$ cat src/rtl/axi_stream_beat_gen.sv
// axi_stream_beat_gen
//   Turns one command (len, seed, incr) into a stream burst of len+1 beats.
//   Beat k carries seed + k*incr, wrapping modulo 2^DATA_WIDTH.
//   Every output except o_busy comes straight from a flop.
//
// Ports
//   i_axi_aclk     clock; all state changes on its rising edge
//   i_axi_areset   asynchronous, active-high reset
//   i_cmd_valid    command request
//   o_cmd_ready    command accept; high only while idle
//   i_cmd_len      burst length minus one
//   i_cmd_seed     payload of the first beat
//   i_cmd_incr     payload step between beats
//   o_wr_valid     stream beat valid
//   i_wr_ready     downstream ready
//   o_wr_data      stream payload
//   o_wr_last      marks the final beat of the burst
//   o_busy         burst in progress
//   o_done         one-cycle pulse after the final beat handshake
//   o_beat_count   beats transferred in the current or most recent burst
module axi_stream_beat_gen #(
   parameter int DATA_WIDTH  = 32,
   parameter int COUNT_WIDTH = 8
) (
   input  logic                   i_axi_aclk,
   input  logic                   i_axi_areset,
   input  logic                   i_cmd_valid,
   output logic                   o_cmd_ready,
   input  logic [COUNT_WIDTH-1:0] i_cmd_len,
   input  logic [DATA_WIDTH-1:0]  i_cmd_seed,
   input  logic [DATA_WIDTH-1:0]  i_cmd_incr,
   output logic                   o_wr_valid,
   input  logic                   i_wr_ready,
   output logic [DATA_WIDTH-1:0]  o_wr_data,
   output logic                   o_wr_last,
   output logic                   o_busy,
   output logic                   o_done,
   output logic [COUNT_WIDTH:0]   o_beat_count
);

   typedef enum logic {IDLE = 1'b0, SEND = 1'b1} state_t;

   localparam logic [COUNT_WIDTH-1:0] IDX_ONE = 1;
   localparam logic [COUNT_WIDTH:0]   CNT_ONE = 1;

   state_t                 state_q, state_nxt;
   logic [COUNT_WIDTH-1:0] len_q;
   logic [COUNT_WIDTH-1:0] idx_q;
   logic [COUNT_WIDTH-1:0] idx_inc;
   logic [DATA_WIDTH-1:0]  incr_q;
   logic                   cmd_xfer;
   logic                   wr_xfer;

   assign cmd_xfer = i_cmd_valid && o_cmd_ready;
   assign wr_xfer  = o_wr_valid && i_wr_ready;
   assign idx_inc  = idx_q + IDX_ONE;
   assign o_busy   = (state_q == SEND);

   // State register
   always_ff @(posedge i_axi_aclk or posedge i_axi_areset) begin
      if (i_axi_areset) state_q <= IDLE;
      else              state_q <= state_nxt;
   end

   // Next-state logic
   always_comb begin
      state_nxt = state_q;
      case (state_q)
         IDLE: if (cmd_xfer)              state_nxt = SEND;
         SEND: if (wr_xfer && o_wr_last)  state_nxt = IDLE;
         default:                         state_nxt = IDLE;
      endcase
   end

   // Registered datapath and outputs
   always_ff @(posedge i_axi_aclk or posedge i_axi_areset) begin
      if (i_axi_areset) begin
         o_cmd_ready  <= 1'b0;
         o_wr_valid   <= 1'b0;
         o_wr_data    <= '0;
         o_wr_last    <= 1'b0;
         o_done       <= 1'b0;
         o_beat_count <= '0;
         len_q        <= '0;
         idx_q        <= '0;
         incr_q       <= '0;
      end else begin
         // Ready tracks the state we are entering, so it rises in the same
         // cycle as o_done and on the first edge after reset release.
         o_cmd_ready <= (state_nxt == IDLE);
         o_done      <= 1'b0;
         if (cmd_xfer) begin
            len_q        <= i_cmd_len;
            incr_q       <= i_cmd_incr;
            idx_q        <= '0;
            o_wr_valid   <= 1'b1;
            o_wr_data    <= i_cmd_seed;
            o_wr_last    <= (i_cmd_len == '0);
            o_beat_count <= '0;
         end else if (wr_xfer) begin
            o_beat_count <= o_beat_count + CNT_ONE;
            if (o_wr_last) begin
               o_wr_valid <= 1'b0;
               o_wr_last  <= 1'b0;
               o_done     <= 1'b1;
            end else begin
               // idx_q < len_q here, so idx_inc never wraps.
               idx_q     <= idx_inc;
               o_wr_data <= o_wr_data + incr_q;
               o_wr_last <= (idx_inc == len_q);
            end
         end
      end
   end

endmodule

$ cat config.mk
export PLATFORM = sky130hd
export DESIGN_NAME = axi_stream_beat_gen
export DESIGN_NICKNAME = d
export VERILOG_FILES = /design/src/rtl/axi_stream_beat_gen.sv
export SDC_FILE = /design/constraint.sdc
export NUM_CORES = 1
export LEC_CHECK = 0
export BUFFER_PORTS_ARGS = -buffer_cell sky130_fd_sc_hd__buf_2
export CAP_MARGIN = 25
export CORE_MARGIN = 2
export CORE_UTILIZATION = 40
export CTS_CLUSTER_DIAMETER = 50
export DETAILED_ROUTE_END_ITERATION = 8
export HOLD_SLACK_MARGIN = 0.1
export SLEW_MARGIN = 10
export SYNTH_ARGS = -nofsm -noshare
export SYNTH_HDL_FRONTEND = slang
export SYNTH_SLANG_ARGS = --single-unit
$ cat constraint.sdc
create_clock -name i_axi_aclk -period 5.2 [get_ports i_axi_aclk]
set_input_delay 1.3 -clock i_axi_aclk [delete_from_list [all_inputs] [get_ports i_axi_aclk]]
set_output_delay 1.3 -clock i_axi_aclk [all_outputs]
set_load 0.01 [all_outputs]
# After elaboration in Yosys (flattened, before gate mapping)
# Index checks and enable logic that the tools add are counted.
totals:
  mem_count: 0
  output_inout_bits: 46
  ram_bits: 0
  latch_bits: 0
  rom_bits: 0
  input_bits: 76
  word_cells: 45
  regBits: 94
classes:
  muxes: 20
  n_reduce_logical: 8
  order_cmp: 0
  n_div: 0
  shifts: 0
  bitwise: 2
  add_sub_neg: 3
  n_eq_ne: 2
  multipliers: 0
ops:
  columns: ["cell", "n"]
  rows:
  - ["two-way mux 32 bit", 3]
  - ["adder 32 bit", 1]
  - ["two-way mux 8 bit", 3]
  - ["two-way mux 9 bit", 2]
  - ["two-way mux 1 bit", 11]
  - ["adder 9 x 1 -> 9 bit (second input constant)", 1]
  - ["adder 8 x 1 -> 8 bit (second input constant)", 1]
  - ["== test 8 bit", 1]
  - ["zero test 8 bit", 1]
  - ["AND reduction 2 bit", 2]
  - ["nonzero test 2 bit", 2]
  - ["logical AND 1 bit", 3]
  - ["!= test 2 x 1 -> 1 bit (second input constant)", 1]
  - ["inverter 1 bit", 2]
  - ["case mux 1 bit (2 select lines)", 1]

# Logic depth before layout (Yosys ltp)
# Gate-level depths: netlist of the first run.
depth:
  word_depth: 5
  ltp_mapped: 10
  mapped_depth_nobuf: 10

# Worst setup path after synthesis of the first run
# OpenSTA, ideal clock, no wires.
synth_path:
  kind: "flip-flop to flip-flop"
  startpoint: "register o_wr_data[0]"
  endpoint: "register o_wr_data[28]"
  setup_ns: 0.083
  path_stages_with_launch: 11
  path_slack_ns: 2.448
  period_less_slack_ns: 2.752
  required_ns: 5.117
  arrival_time_ns: 2.669
  cell_sequence: "dfrtp_1 -> ha_1 -> fa_1 -> a21o_1 -> a221o_1 -> a41oi_2 -> nand3_1 -> a311oi_1 -> a22oi_1 -> xnor2_1 -> o21ai_0"
synth_between:
  elab_chain_len: 4
synth_lines:
  columns: ["element", "line_no", "rtl"]
  rows:
  - ["start: declaration", "34", "output logic [DATA_WIDTH-1:0] o_wr_data,"]
  - ["start signal: assignment", "97", "o_wr_data <= i_cmd_seed;"]
  - ["start signal: assignment", "109", "o_wr_data <= o_wr_data + incr_q;"]
  - ["adder 32 bit", "109", null]
  - ["two-way mux 32 bit", "102", "if (o_wr_last) begin"]
  - ["two-way mux 32 bit", "100", "end else if (wr_xfer) begin"]
  - ["two-way mux 32 bit", "92", "if (cmd_xfer) begin"]
# Every way passes these cells. The select of a mux whose other input is x is not followed.
# A chain may end at the register's enable or synchronous reset.

# Worst setup path after layout of the first run
# Same ends and word-level chain as after synthesis.

==> impl_summary.md, run 1 <==
Detailed routing
The count of nets left with antenna violations after detail routing is 0. The starting DRC count in detailed routing is 306. The routed layout has 5154 vias. The iteration count of the initial detailed-routing pass is 4.

The remaining design rule violation count is 0. After detailed routing, the total wire length is 14.7 mm. The average detailed-routed wire length per instance is 15.2 um. Dividing the detail-routed via count by the number of cells gives 5.34.

Timing
The worst-margin pin slew is 0.981 ns. The fraction of the cycle the final worst path needs is approximately 60%. The final number of hold-violating endpoints is 0. Setup repair after global routing left no endpoint under its margin. The final sum of negative setup slack is 0 ns. Between clock sinks in the finished design, the worst skew comes to 0.00645 ns.

The final count of pins violating max slew came to 0. The number of failing setup endpoints in the final timing report is 0. Measured against its own limit, the worst slew margin works out to 34.6%.

Derived from the worst setup path, the maximum achievable clock frequency is 320 MHz. The final critical-path setup slack is 2.07 ns. The clock period could shrink to around 3.1 ns.

Synthesis
After technology mapping, the gate count stands at between 600 and 700. The cell type with the highest aggregate area in the netlist is sky130_fd_sc_hd__dfrtp_1. The synthesized netlist contains 55 unique library cells. The dominant cell by count in the synthesized netlist is sky130_fd_sc_hd__nand2_1. The number of warning messages in the yosys log is 0. The mean area per synthesized cell is ~8.4 um2. The share of async-settable or async-resettable flops after synthesis is 100%.

The portion of synthesized cell area occupied by the leading cell type is 41.6%. After synthesis, flip-flops and latches occupy approximately two fifths of the total area. Among all flip-flop cells after synthesis, the most frequent one is sky130_fd_sc_hd__dfrtp_1.

By count the netlist is led by 183 x sky130_fd_sc_hd__nand2_1, 94 x sky130_fd_sc_hd__dfrtp_1, 64 x sky130_fd_sc_hd__a21oi_1. The flop and latch count out of synthesis is 94. After synthesis the cells add up to 0.00565 mm2. Counting flops with a built-in enable in the synthesized netlist gives 0. Counting every net in the synthesized netlist gives 786. In the post-synthesis netlist, the biggest area contributors are sky130_fd_sc_hd__dfrtp_1 42%, sky130_fd_sc_hd__nand2_1 12%, sky130_fd_sc_hd__ha_1 7.3%.

Pwr
The leakage power of the design is 3.37 nW. Dividing total power by cell area gives a power density of just over 700 mW/mm2. The maximum VDD drop is 0.277 mV.

Layout
0 antenna diodes ended up in the layout. The post-route netlist has 20.3% of its cells at a drive strength greater than 1. The number of fillers in the final layout is 1359. The final layout contains 890 nets. Registers take 0.00235 mm2. Summing all multi-input logic gate instances after layout gives between 0.003 and 0.004 mm2. The signed area change from the synthesized netlist to the final layout is 18.8%.

Placement
The congestion estimate from routability-driven global placement came to 0.850. The placed wire-length estimate is 10.5 mm. The count of buffers added on input and output ports is around 120.

The worst slack at placement is 2.07 ns.

CTS
After clock tree synthesis, the setup repair step added 0 buffers. The total clock buffers created by CTS is 9. The later pin in the worst-skew pair is clocked with a latency of 0.36 ns. The quantity of hold-fixing buffers added after cts is 0. The CTS tree is yes. The clock tree synthesis step divided the H-tree into 3 levels. No sink is reached through more buffers than the 2 on the longest clock path. The root buffer cell chosen for the clock tree is sky130_fd_sc_hd__clkbuf_16. Gates resized during post-CTS repair numbered 0. After clock tree synthesis, the clock-pin slew on the worst setup and hold paths is 0.06 ns. The clock sink total is 94.

Worst setup path
The category of the worst setup path capture point is a flip-flop. Data arrives at the worst endpoint at around 3.4 ns. Of all nets on the critical path, the largest fanout is 4. At the worst endpoint, the required time is 5.47 ns.

The class of the most critical setup path is flip-flop to flip-flop. The element type at the critical path start is a flip-flop.

Global route
The global-route wire length before repair is approximately 24 mm. The via count of the first global-routing pass is ~5000. The total global routing overflow is 0. The largest net degree at the start of global routing is 60. Across every metal layer, demand over resource in global routing totals roughly a fifth. The number of antenna violations at the first check in global routing is 0.

Floorplanning
The floorplan step set the die width to 123 um. The overall die height is between 100 and 150 um. The area of the core is 0.0138 mm2. The placement row count is 43. The overall die area is 0.0151 mm2. Once the floorplan was initialized, standard cells occupied 40.9% of the core. The I/O pin count is 122.

Status
The run finished with clean final reports.

Worst hold path
The path type of the worst min-delay path is flip-flop to flip-flop.

Flow run
The number of maximum-capacitance constraint violations is 0.
==> state kept, by name, indices dropped and copies added (netlist names) <==
signal / count
o_done: 1
o_busy: 1
idx_q: 8
o_wr_last: 1
o_wr_data: 32
len_q: 8
o_wr_valid: 1
o_beat_count: 9
incr_q: 32
o_cmd_ready: 1
==> final timing paths <==
check                                          from                   endpoint  slack [ns]  depth (start not counted)
max in group asynchronous              i_axi_areset     incr_q[25]$_DFFE_PP0P_        3.04                          3
hold / removal               incr_q[26]$_DFFE_PP0P_     incr_q[26]$_DFFE_PP0P_        0.49                          2
setup reg to reg           o_wr_data[0]$_DFFE_PP0P_  o_wr_data[28]$_DFFE_PP0P_        2.07                         10
hold reg to reg              incr_q[26]$_DFFE_PP0P_     incr_q[26]$_DFFE_PP0P_        0.49                          2
min in group asynchronous              i_axi_areset   o_wr_data[3]$_DFFE_PP0P_        0.99                          2
setup / recovery           o_wr_data[0]$_DFFE_PP0P_  o_wr_data[28]$_DFFE_PP0P_        2.07                         10
==> through the flow <==
step	std cells	cell area, um2	util (%)	hold slack [ns]	total power, W
3_5_place_dp	949	6410	46.4	0.467	0.00407
3_3_place_gp	948	6390	46.2	0.467	0.00398
4_1_cts	965	6710	48.5	0.491	0.00478
5_1_grt	965	6710	48.5	0.518	0.00519
2_1_floorplan	676	5650	-	0.450	0.00335
6_report	965	6710	48.5	0.489	0.00476
==> area by class of cell <==
class                           instances  share of cell area (%)
Multi-Input combinational cell        545                    47.2
Sequential cell                        94                    35.0
Timing Repair Buffer                  125                    9.58
Clock buffer                           10                    3.41
Tap cell                              180                    3.36
Clock inverter                          6                    1.08
Inverter                                5                   0.298
==> worst max-delay path, cell delays in order, from the launching register on <==
cell and delay [ns]:
sky130_fd_sc_hd__dfrtp_1 0.39, sky130_fd_sc_hd__ha_1 0.25, sky130_fd_sc_hd__fa_1 0.43, sky130_fd_sc_hd__a21o_1 0.21, sky130_fd_sc_hd__a221o_1 0.37, sky130_fd_sc_hd__a41oi_2 0.30, sky130_fd_sc_hd__nand3_1 0.17, sky130_fd_sc_hd__a311oi_1 0.43
sky130_fd_sc_hd__a22oi_1 0.19, sky130_fd_sc_hd__xnor2_1 0.15, sky130_fd_sc_hd__o21ai_0 0.16
==> cell usage in the layout, fill, tap and decap left out, types with 9 or more instances in the layout <==
master and n:
sky130_fd_sc_hd__buf_2 121, sky130_fd_sc_hd__clkbuf_16 9, sky130_fd_sc_hd__nand2_1 182, sky130_fd_sc_hd__ha_1 33, sky130_fd_sc_hd__xnor2_1 21, sky130_fd_sc_hd__dfrtp_1 94, sky130_fd_sc_hd__a31oi_1 11, sky130_fd_sc_hd__nand3_1 15
sky130_fd_sc_hd__a21oi_1 64, sky130_fd_sc_hd__o21ai_0 34, sky130_fd_sc_hd__xor2_1 24, sky130_fd_sc_hd__a21o_1 18, sky130_fd_sc_hd__nor2_1 50
==> report_power, final <==
group          internal [W]  switching, W  total [W]
logic               0.00115       0.00163    0.00277
registers           0.00105      0.000263    0.00131
clock network      0.000376      0.000299   0.000675
==> metal layers <==
metal | up-vias | wire length, um | global-route usage, %
met1 | 2447 | 6890 | 27.5
met2 | 152 | 6790 | 32.0
met4 | 0 | 163 | 6.18
met5 | - | 0 | 0
met3 | 9 | 870 | 4.88
li1 | 2546 | - | -
==> logic make-up (layout without fill, tap and decap cells) <==
group / after synthesis / after routing / synth area share (%)
simple gates: 303 / 303 / 23.0
flops: 94 / 94 / 41.6
compound gates: 160 / 160 / 17.7
mux: 3 / 3 / 0.531
buf+inv: 37 / 146 / 2.46
xor+xnor: 45 / 45 / 6.97
fa+ha+maj: 34 / 34 / 7.66
No activity file was read; power rests on OpenSTA's default activity.
==> run 2, diff against run 1 <==
Clock period 5.2 ns to 3.1 ns, I/O delays scaled along.
==> run 2 against run 1 <==
Combinational power is 71% higher; largest cell class unchanged; sequential power is 66% higher; via count about the same; global-route usage decreased by 0.49 points; critical endpoint is now o_wr_data[30]$_DFFE_PP0P_; core utilization up 1.0 points.
==> impl_summary.md, run 2 (synthesized netlist as in run 1, its figures left out) <==
Placement
The cell total after placement came to 955 (+0.63%). The total of buffers placed on input and output ports is 121 (unchanged). The weighted congestion reported at the end of routability-driven placement came to 0.938 (+10%). The worst slack at placement was 0.0546 ns (-2.02 ns). The placed wire-length estimate was 10.4 mm (-0.92%).

CTS
The quantity of hold-fixing buffers added after cts was 0 (unchanged). The clock sink total is 94 (unchanged). The post-cts sizing count was 0 (unchanged). The buffer count from post-CTS setup fixing is 0 (unchanged).

The number of levels in the clock H-tree is 3 (unchanged). The clock transition at the registers of the reported paths was 0.07 ns (about the same). TritonCTS built the clock tree. The maximum clock insertion buffer count is 2 (unchanged). The clock network latency to the later pin of the worst-skew pair is 0.35 ns (about the same). The clock root buffer master is sky130_fd_sc_hd__clkbuf_16.

The total clock buffers created by CTS came to 9 (unchanged).

Global route
The number of antenna violations at the first check in global routing is 0 (unchanged). The largest net degree at the start of global routing is 94 (+57%). The global-route wire length before repair is 23.8 mm (-0.95%).

The via count of the first global-routing pass is 5029 (+1.3%). The combined global-route utilization of all metal layers is 19.8% (-0.49 points). The total global routing overflow came to 0 (unchanged).

Floorplanning
The area of the core is 0.0138 mm2 (unchanged). The I/O pin count was 122 (unchanged). The initial core utilization is 40.9% (unchanged). The overall die area is 0.0151 mm2 (unchanged).

The placement row count is 43 (unchanged). The overall die height is 123 um (unchanged). The width of the die was 123 um (unchanged).

Detailed routing
The ratio of routed vias to standard cells came to 5.31 (-0.55%). The average detailed-routed wire length per instance was 14.9 um (-2.6%). The total wire length after detailed routing is 14.4 mm (-2.1%). The detailed-route via count is 5152 (-0.039%).

The count of nets left with antenna violations after detail routing came to 0 (unchanged). The iteration count of the initial detailed-routing pass came to 6 (+2). The remaining design rule violation count was 0 (unchanged).

The starting DRC count in detailed routing was 192 (-37%).

Layout
The number of nets in the layout is 896 (+0.67%). Leaving out fill and tap cells, the most frequent cells in the layout are 182 x sky130_fd_sc_hd__nand2_1, 121 x sky130_fd_sc_hd__buf_2, 94 x sky130_fd_sc_hd__dfrtp_1, 64 x sky130_fd_sc_hd__a21oi_1, 50 x sky130_fd_sc_hd__nor2_1. The total inserted antenna cells is 0 (unchanged). The signed area change from the synthesized netlist to the final layout is 21.3%. In the final layout, the registers with the most flip-flops are incr_q (32), o_wr_data (32), o_beat_count (9). The post-route non-filler standard cell count is 970 (+0.52%). The fraction of final layout cells with drive strength greater than 1 is 21.3% (+1.0 points).

The library cell used most frequently in the layout, excluding fill and tap cells, is sky130_fd_sc_hd__nand2_1.

Timing
The final critical-path setup slack came to 0.164 ns (-1.91 ns). The upper clock frequency limit is 341 MHz (+6.5%). The number of failing setup endpoints in the final timing report was 0 (unchanged). The headroom to the max-slew limit is 54.9% (+20 points). The worst-case hold slack is 0.482 ns (-0.00694 ns). The final sum of negative setup slack is 0 ns (unchanged). The worst-margin pin slew is 0.675 ns (-0.305 ns). The final count of pins violating max slew was 0 (unchanged). The fraction of the cycle the final worst path needs was 94.7% (+35 points).

The largest clock skew in the final design is 0.00699 ns (+0.000543 ns). The final number of hold-violating endpoints is 0 (unchanged). The post-layout minimum cycle time is 2.94 ns (-0.191 ns). Setup repair after global routing left no endpoint under its margin.

Worst setup path
STA classifies the critical path endpoint as a flip-flop. The required time of the worst setup path is 3.36 ns (-2.11 ns). The number of buffer and inverter stages on the critical path was 0 (unchanged).

The worst setup path is of the flip-flop to flip-flop kind. The data arrival time of the worst path is 3.19 ns (-0.20 ns). The signal on the critical path passes through ha_2 > fa_1 > a21o_1 > a221o_1 > a41oi_2 > a31oi_2 > o31ai_4 > o21ai_2 > and4_4 > a311oi_2. The peak per-stage delay on the critical path is 0.41 ns (-0.02 ns).

The worst setup path is launched from a flip-flop. The kind of cell with the highest combined delay along the critical path is compound AO/OA/AOI/OAI gates. The maximum fanout along the worst path is 4 (unchanged).

The standard cell with the maximum stage delay on the critical path is sky130_fd_sc_hd__fa_1.

Status
The flow ran to the end, and the final reports show no timing, DRC or antenna violations.

Pwr
The power per standard cell area is 1200 mW/mm2 (+69%). The leakage power of the design was 3.43 nW (+1.9%). The maximum VDD drop was 0.495 mV (+79%).

Flow run
The number of maximum-capacitance constraint violations is 0 (unchanged).

Worst hold path
The path type of the worst min-delay path is flip-flop to flip-flop.
run 2: cell count changes in the layout (fill, tap and decap cells not counted), sizes merged:
cell	previous run	this run
clkbuf	10	11
buf	125	131
clkinv	5	1
bufinv	1	3
run 2: layout make-up:
type                            instances  area [um2]
Sequential cell                        94        2350
Timing Repair Buffer                  131         718
Tap cell                              180         225
Clock inverter                          4        95.1
Fill cell                            1323        6970
Inverter                                5        22.5
Multi-Input combinational cell        545        3200
Clock buffer                           11         243
run 2: worst register-to-register path: cells and delay by family (launching register included):
family / cells / cell delay (ns)
simple gates: 1 / 0.19
fa+ha+maj: 2 / 0.63
compound gates: 7 / 1.64
flops: 1 / 0.40
run 2: worst paths after layout:
path | start | endpoint | cells past startpoint | slack (ns)
worst max-delay path | o_wr_data[0]$_DFFE_PP0P_ | o_wr_data[30]$_DFFE_PP0P_ | 10 | 0.16
worst min-delay path | incr_q[17]$_DFFE_PP0P_ | incr_q[17]$_DFFE_PP0P_ | 2 | 0.48
worst max register to register | o_wr_data[0]$_DFFE_PP0P_ | o_wr_data[30]$_DFFE_PP0P_ | 10 | 0.16
worst min register to register | incr_q[17]$_DFFE_PP0P_ | incr_q[17]$_DFFE_PP0P_ | 2 | 0.48
max in group asynchronous | i_axi_areset | o_wr_data[13]$_DFFE_PP0P_ | 3 | 1.97
min in group asynchronous | i_axi_areset | o_wr_data[5]$_DFFE_PP0P_ | 2 | 0.51
run 2: power by group:
part           internal, W  leakage (nW)  switching [W]
sequential         0.00176          1.17       0.000422
clock             0.000805         0.166       0.000472
combinational      0.00199          2.10        0.00276
total              0.00455          3.43        0.00365
run 2: per-layer routing:
layer | wire length, um | part of all wire [%] | vias up | global-route usage [%]
li1 | - | - | 2550 | -
met1 | 6890 | 48 | 2468 | 26.9
met2 | 6600 | 46 | 116 | 31.5
met3 | 639 | 4.4 | 18 | 3.11
met4 | 277 | 1.9 | 0 | 7.76
met5 | 0 | 0 | - | 0
run 2: per-stage QoR:
stage | power, W | instance area (um2) | utilization [%]
global placement | 0.00674 | 6490 | 46.9
global route | 0.00893 | 6860 | 49.6
detailed placement | 0.00683 | 6490 | 46.9
CTS | 0.00818 | 6830 | 49.4
finish | 0.00820 | 6860 | 49.6
floorplan | 0.00562 | 5660 | -
==> run 3, diff against run 2 <==
Settings changed: CELL_PAD_IN_SITES_DETAIL_PLACEMENT set to 1, CELL_PAD_IN_SITES_GLOBAL_PLACEMENT set to 1, CORE_UTILIZATION 40 to 41, PLACE_DENSITY_LB_ADDON set to 0.1.
==> run 3 against run 2 <==
Cell count stayed put; clock skew is 0.0010 ns lower; sequential share of layout area is 0.20 points higher; sequential power hardly changed; global-route usage is 2.9 points higher; count of clock-buffer cells in the layout is 2 higher; critical path depth stayed put; critical path type unchanged.
==> impl_summary.md, run 3 (synthesized netlist as in run 1, its figures left out) <==
CTS
The clock transition at the registers of the reported paths came to 0.07 ns (about the same). The clock network latency to the later pin of the worst-skew pair came to 0.35 ns (about the same). The CTS tree is yes.

The number of levels in the clock H-tree is 3 (unchanged). The clock sink total is 94 (unchanged). The cell sitting at the root of the clock tree is a sky130_fd_sc_hd__clkbuf_16. The quantity of hold-fixing buffers added after cts was 0 (unchanged). The total clock buffers created by CTS is 9 (unchanged). The maximum clock insertion buffer count is 2 (unchanged).

Layout
The largest registers in the layout are incr_q (32), o_wr_data (32), o_beat_count (9). The number of nets in the layout came to 899 (+0.33%). Leaving out fill and tap cells, the most frequent cells in the layout are 182 x sky130_fd_sc_hd__nand2_1, 121 x sky130_fd_sc_hd__buf_2, 94 x sky130_fd_sc_hd__dfrtp_1, 64 x sky130_fd_sc_hd__a21oi_1, 50 x sky130_fd_sc_hd__nor2_1. From synthesis to final layout, the design area changed by 20.6%. The share of the core filled with cells is 51.1% (+1.5 points). The library cell used most frequently in the layout, excluding fill and tap cells, is sky130_fd_sc_hd__nand2_1.

The cell area after layout is 0.00682 mm2 (-0.57%). The total inserted antenna cells came to 0 (unchanged). The fraction of final layout cells with drive strength greater than 1 is 21.7% (+0.40 points).

Detailed routing
The iteration count of the initial detailed-routing pass was 4 (-2). The remaining design rule violation count was 0 (unchanged). The detailed-route via count is 5225 (+1.4%). The count of nets left with antenna violations after detail routing is 0 (unchanged). The starting DRC count in detailed routing was 194 (+1.0%). The average detailed-routed wire length per instance came to 16.4 um (+11%). The ratio of routed vias to standard cells was 5.39 (+1.4%). The total wire length after detailed routing is 15.9 mm (+11%).

Pwr
The total power is 0.00817 W (-0.37%). The switching portion of total power is 46.3% (+1.8 points). The internal power component is 0.00439 W (-3.5%). The net switching power is 0.00378 W (+3.6%). The power per standard cell area is 1200 mW/mm2 (+0.20%).

The maximum VDD drop came to 0.511 mV (+3.1%). The power share of the sequential group is 26.8% (+0.2 points). The leakage power of the design is 3.41 nW (-0.43%). The combinational group share of total power is 59.9% (+2.1 points). The clock share of power is 13.4% (-2.2 points).

Placement
The placed wire-length estimate is 11.8 mm (+13%). The post-place instance area came to 0.00648 mm2 (about the same). The total of buffers placed on input and output ports is 121 (unchanged). The weighted congestion reported at the end of routability-driven placement came to 0.855 (-8.8%).

Timing
The worst-case hold slack is 0.489 ns (+0.00736 ns). The largest clock skew in the final design is 0.00597 ns (-0.00103 ns). The fraction of the cycle the final worst path needs is 94.8% (about the same).

The worst-margin pin slew came to 0.671 ns (-0.00461 ns). Setup repair after global routing left no endpoint under its margin. The number of failing setup endpoints in the final timing report is 0 (unchanged). The final count of pins violating max slew is 0 (unchanged).

The final sum of negative setup slack was 0 ns (unchanged). The final number of hold-violating endpoints is 0 (unchanged). The upper clock frequency limit is 340 MHz (about the same).

The headroom to the max-slew limit was 55.3% (+0.40 points). The post-layout minimum cycle time is 2.94 ns (+0.00247 ns).

Floorplanning
The I/O pin count is 122 (unchanged). The width of the die is 121 um (-1.2%). The placement row count was 42 (-2.3%). The area of the core is 0.0133 mm2 (-3.5%). The overall die area is 0.0147 mm2 (-2.4%). The initial core utilization is 42.3% (+1.5 points). The overall die height is 121 um (-1.2%).

Global route
The via count of the first global-routing pass was 5454 (+8.5%). The number of antenna violations at the first check in global routing is 0 (unchanged). The total global routing overflow is 0 (unchanged). The global-route wire length before repair is 26.9 mm (+13%).

The largest net degree at the start of global routing was 95 (+1.1%). The combined global-route utilization of all metal layers was 22.7% (+2.9 points).

Worst setup path
The peak per-stage delay on the critical path came to 0.40 ns (about the same). The worst reg-to-reg path cell count came to 10 (unchanged). The reg-to-reg critical path startpoint is o_wr_data[0]$_DFFE_PP0P_.

The element type at the critical path start is a flip-flop. The standard cell with the maximum stage delay on the critical path is sky130_fd_sc_hd__dfrtp_1. The worst setup path endpoint is o_wr_data[30]$_DFFE_PP0P_. The critical path goes through ha_2 > fa_2 > a21o_1 > a221o_1 > a41oi_4 > a31oi_4 > o31ai_4 > o21ai_2 > and4_4 > a311oi_2.

The critical path in this run is classified as flip-flop to flip-flop. The category of the worst setup path capture point is a flip-flop. The reg2reg setup slack was 0.16 ns (about the same). The maximum fanout along the worst path is 4 (unchanged). The required time of the worst setup path is 3.35 ns (about the same). The critical path starts at o_wr_data[0]$_DFFE_PP0P_. The data arrival time of the worst path came to 3.19 ns (about the same). In this run the critical register-to-register path is captured at o_wr_data[30]$_DFFE_PP0P_.

Worst hold path
The path type of the worst min-delay path is flip-flop to flip-flop.

Flow run
The number of maximum-capacitance constraint violations came to 0 (unchanged).

Status
The flow ran to the end, and the final reports show no timing, DRC or antenna violations.
==> run 3: how the worst min path moves through the flow <==
stage                           start  cells past startpoint  slack, ns                endpoint
3_5_place_dp    incr_q[7]$_DFFE_PP0P_                      2       0.48   incr_q[7]$_DFFE_PP0P_
2_1_floorplan   incr_q[0]$_DFFE_PP0P_                      2       0.45   incr_q[0]$_DFFE_PP0P_
6_report       incr_q[13]$_DFFE_PP0P_                      2       0.49  incr_q[13]$_DFFE_PP0P_
3_3_place_gp    incr_q[9]$_DFFE_PP0P_                      2       0.47   incr_q[9]$_DFFE_PP0P_
4_1_cts         incr_q[7]$_DFFE_PP0P_                      2       0.49   incr_q[7]$_DFFE_PP0P_
5_1_grt         incr_q[7]$_DFFE_PP0P_                      2       0.52   incr_q[7]$_DFFE_PP0P_
==> run 3: layout make-up <==
type,count,area (um2)
Clock buffer,13,270
Multi-Input combinational cell,545,3210
Fill cell,1671,6530
Timing Repair Buffer,134,728
Clock inverter,3,17.5
Inverter,5,22.5
Sequential cell,94,2350
Tap cell,176,220
==> run 3: critical path, delay by kind of cell, from the launching register on <==
family                   cells  cell delay (ns)
AND/OR/NAND/NOR              1             0.19
adder cells (fa/ha/maj)      2             0.57
AO/OA/AOI/OAI                7             1.67
flip-flops                   1             0.40
==> run 3: power by group through the flow <==
stage | registers [W] | logic (W) | clock network [W]
2_1_floorplan | 0.00222 | 0.00341 | 0
3_3_place_gp | 0.00218 | 0.00464 | 0
3_5_place_dp | 0.00221 | 0.00478 | 0
4_1_cts | 0.00219 | 0.00486 | 0.00112
5_1_grt | 0.00227 | 0.00550 | 0.00116
6_report | 0.00219 | 0.00489 | 0.00109
==> run 3: stage by stage <==
step / instances / setup slack, ns
after floorplan: 676 / 0.348
after global placement: 953 / 0.116
after detailed placement: 953 / 0.0634
after CTS: 969 / 0.0823
after global routing: 970 / 0.0335
final: 970 / 0.162
==> run 3: what timing repair did <==
action / 4_1_cts / 5_1_grt
resized for setup: 1 / 5
pin swaps: 0 / 5
buffers inserted: 0 / 1
endpoints found under the setup margin: 1 / 2
==> run 3: layer usage <==
layer | global-route usage [%] | wire length [um] | vias up | part of all wire (%)
li1 | - | - | 2561 | -
met1 | 31.2 | 7520 | 2541 | 47
met2 | 37.7 | 7570 | 109 | 48
met3 | 2.91 | 652 | 14 | 4.1
met4 | 6.25 | 189 | 0 | 1.2
met5 | 0 | 0 | - | 0
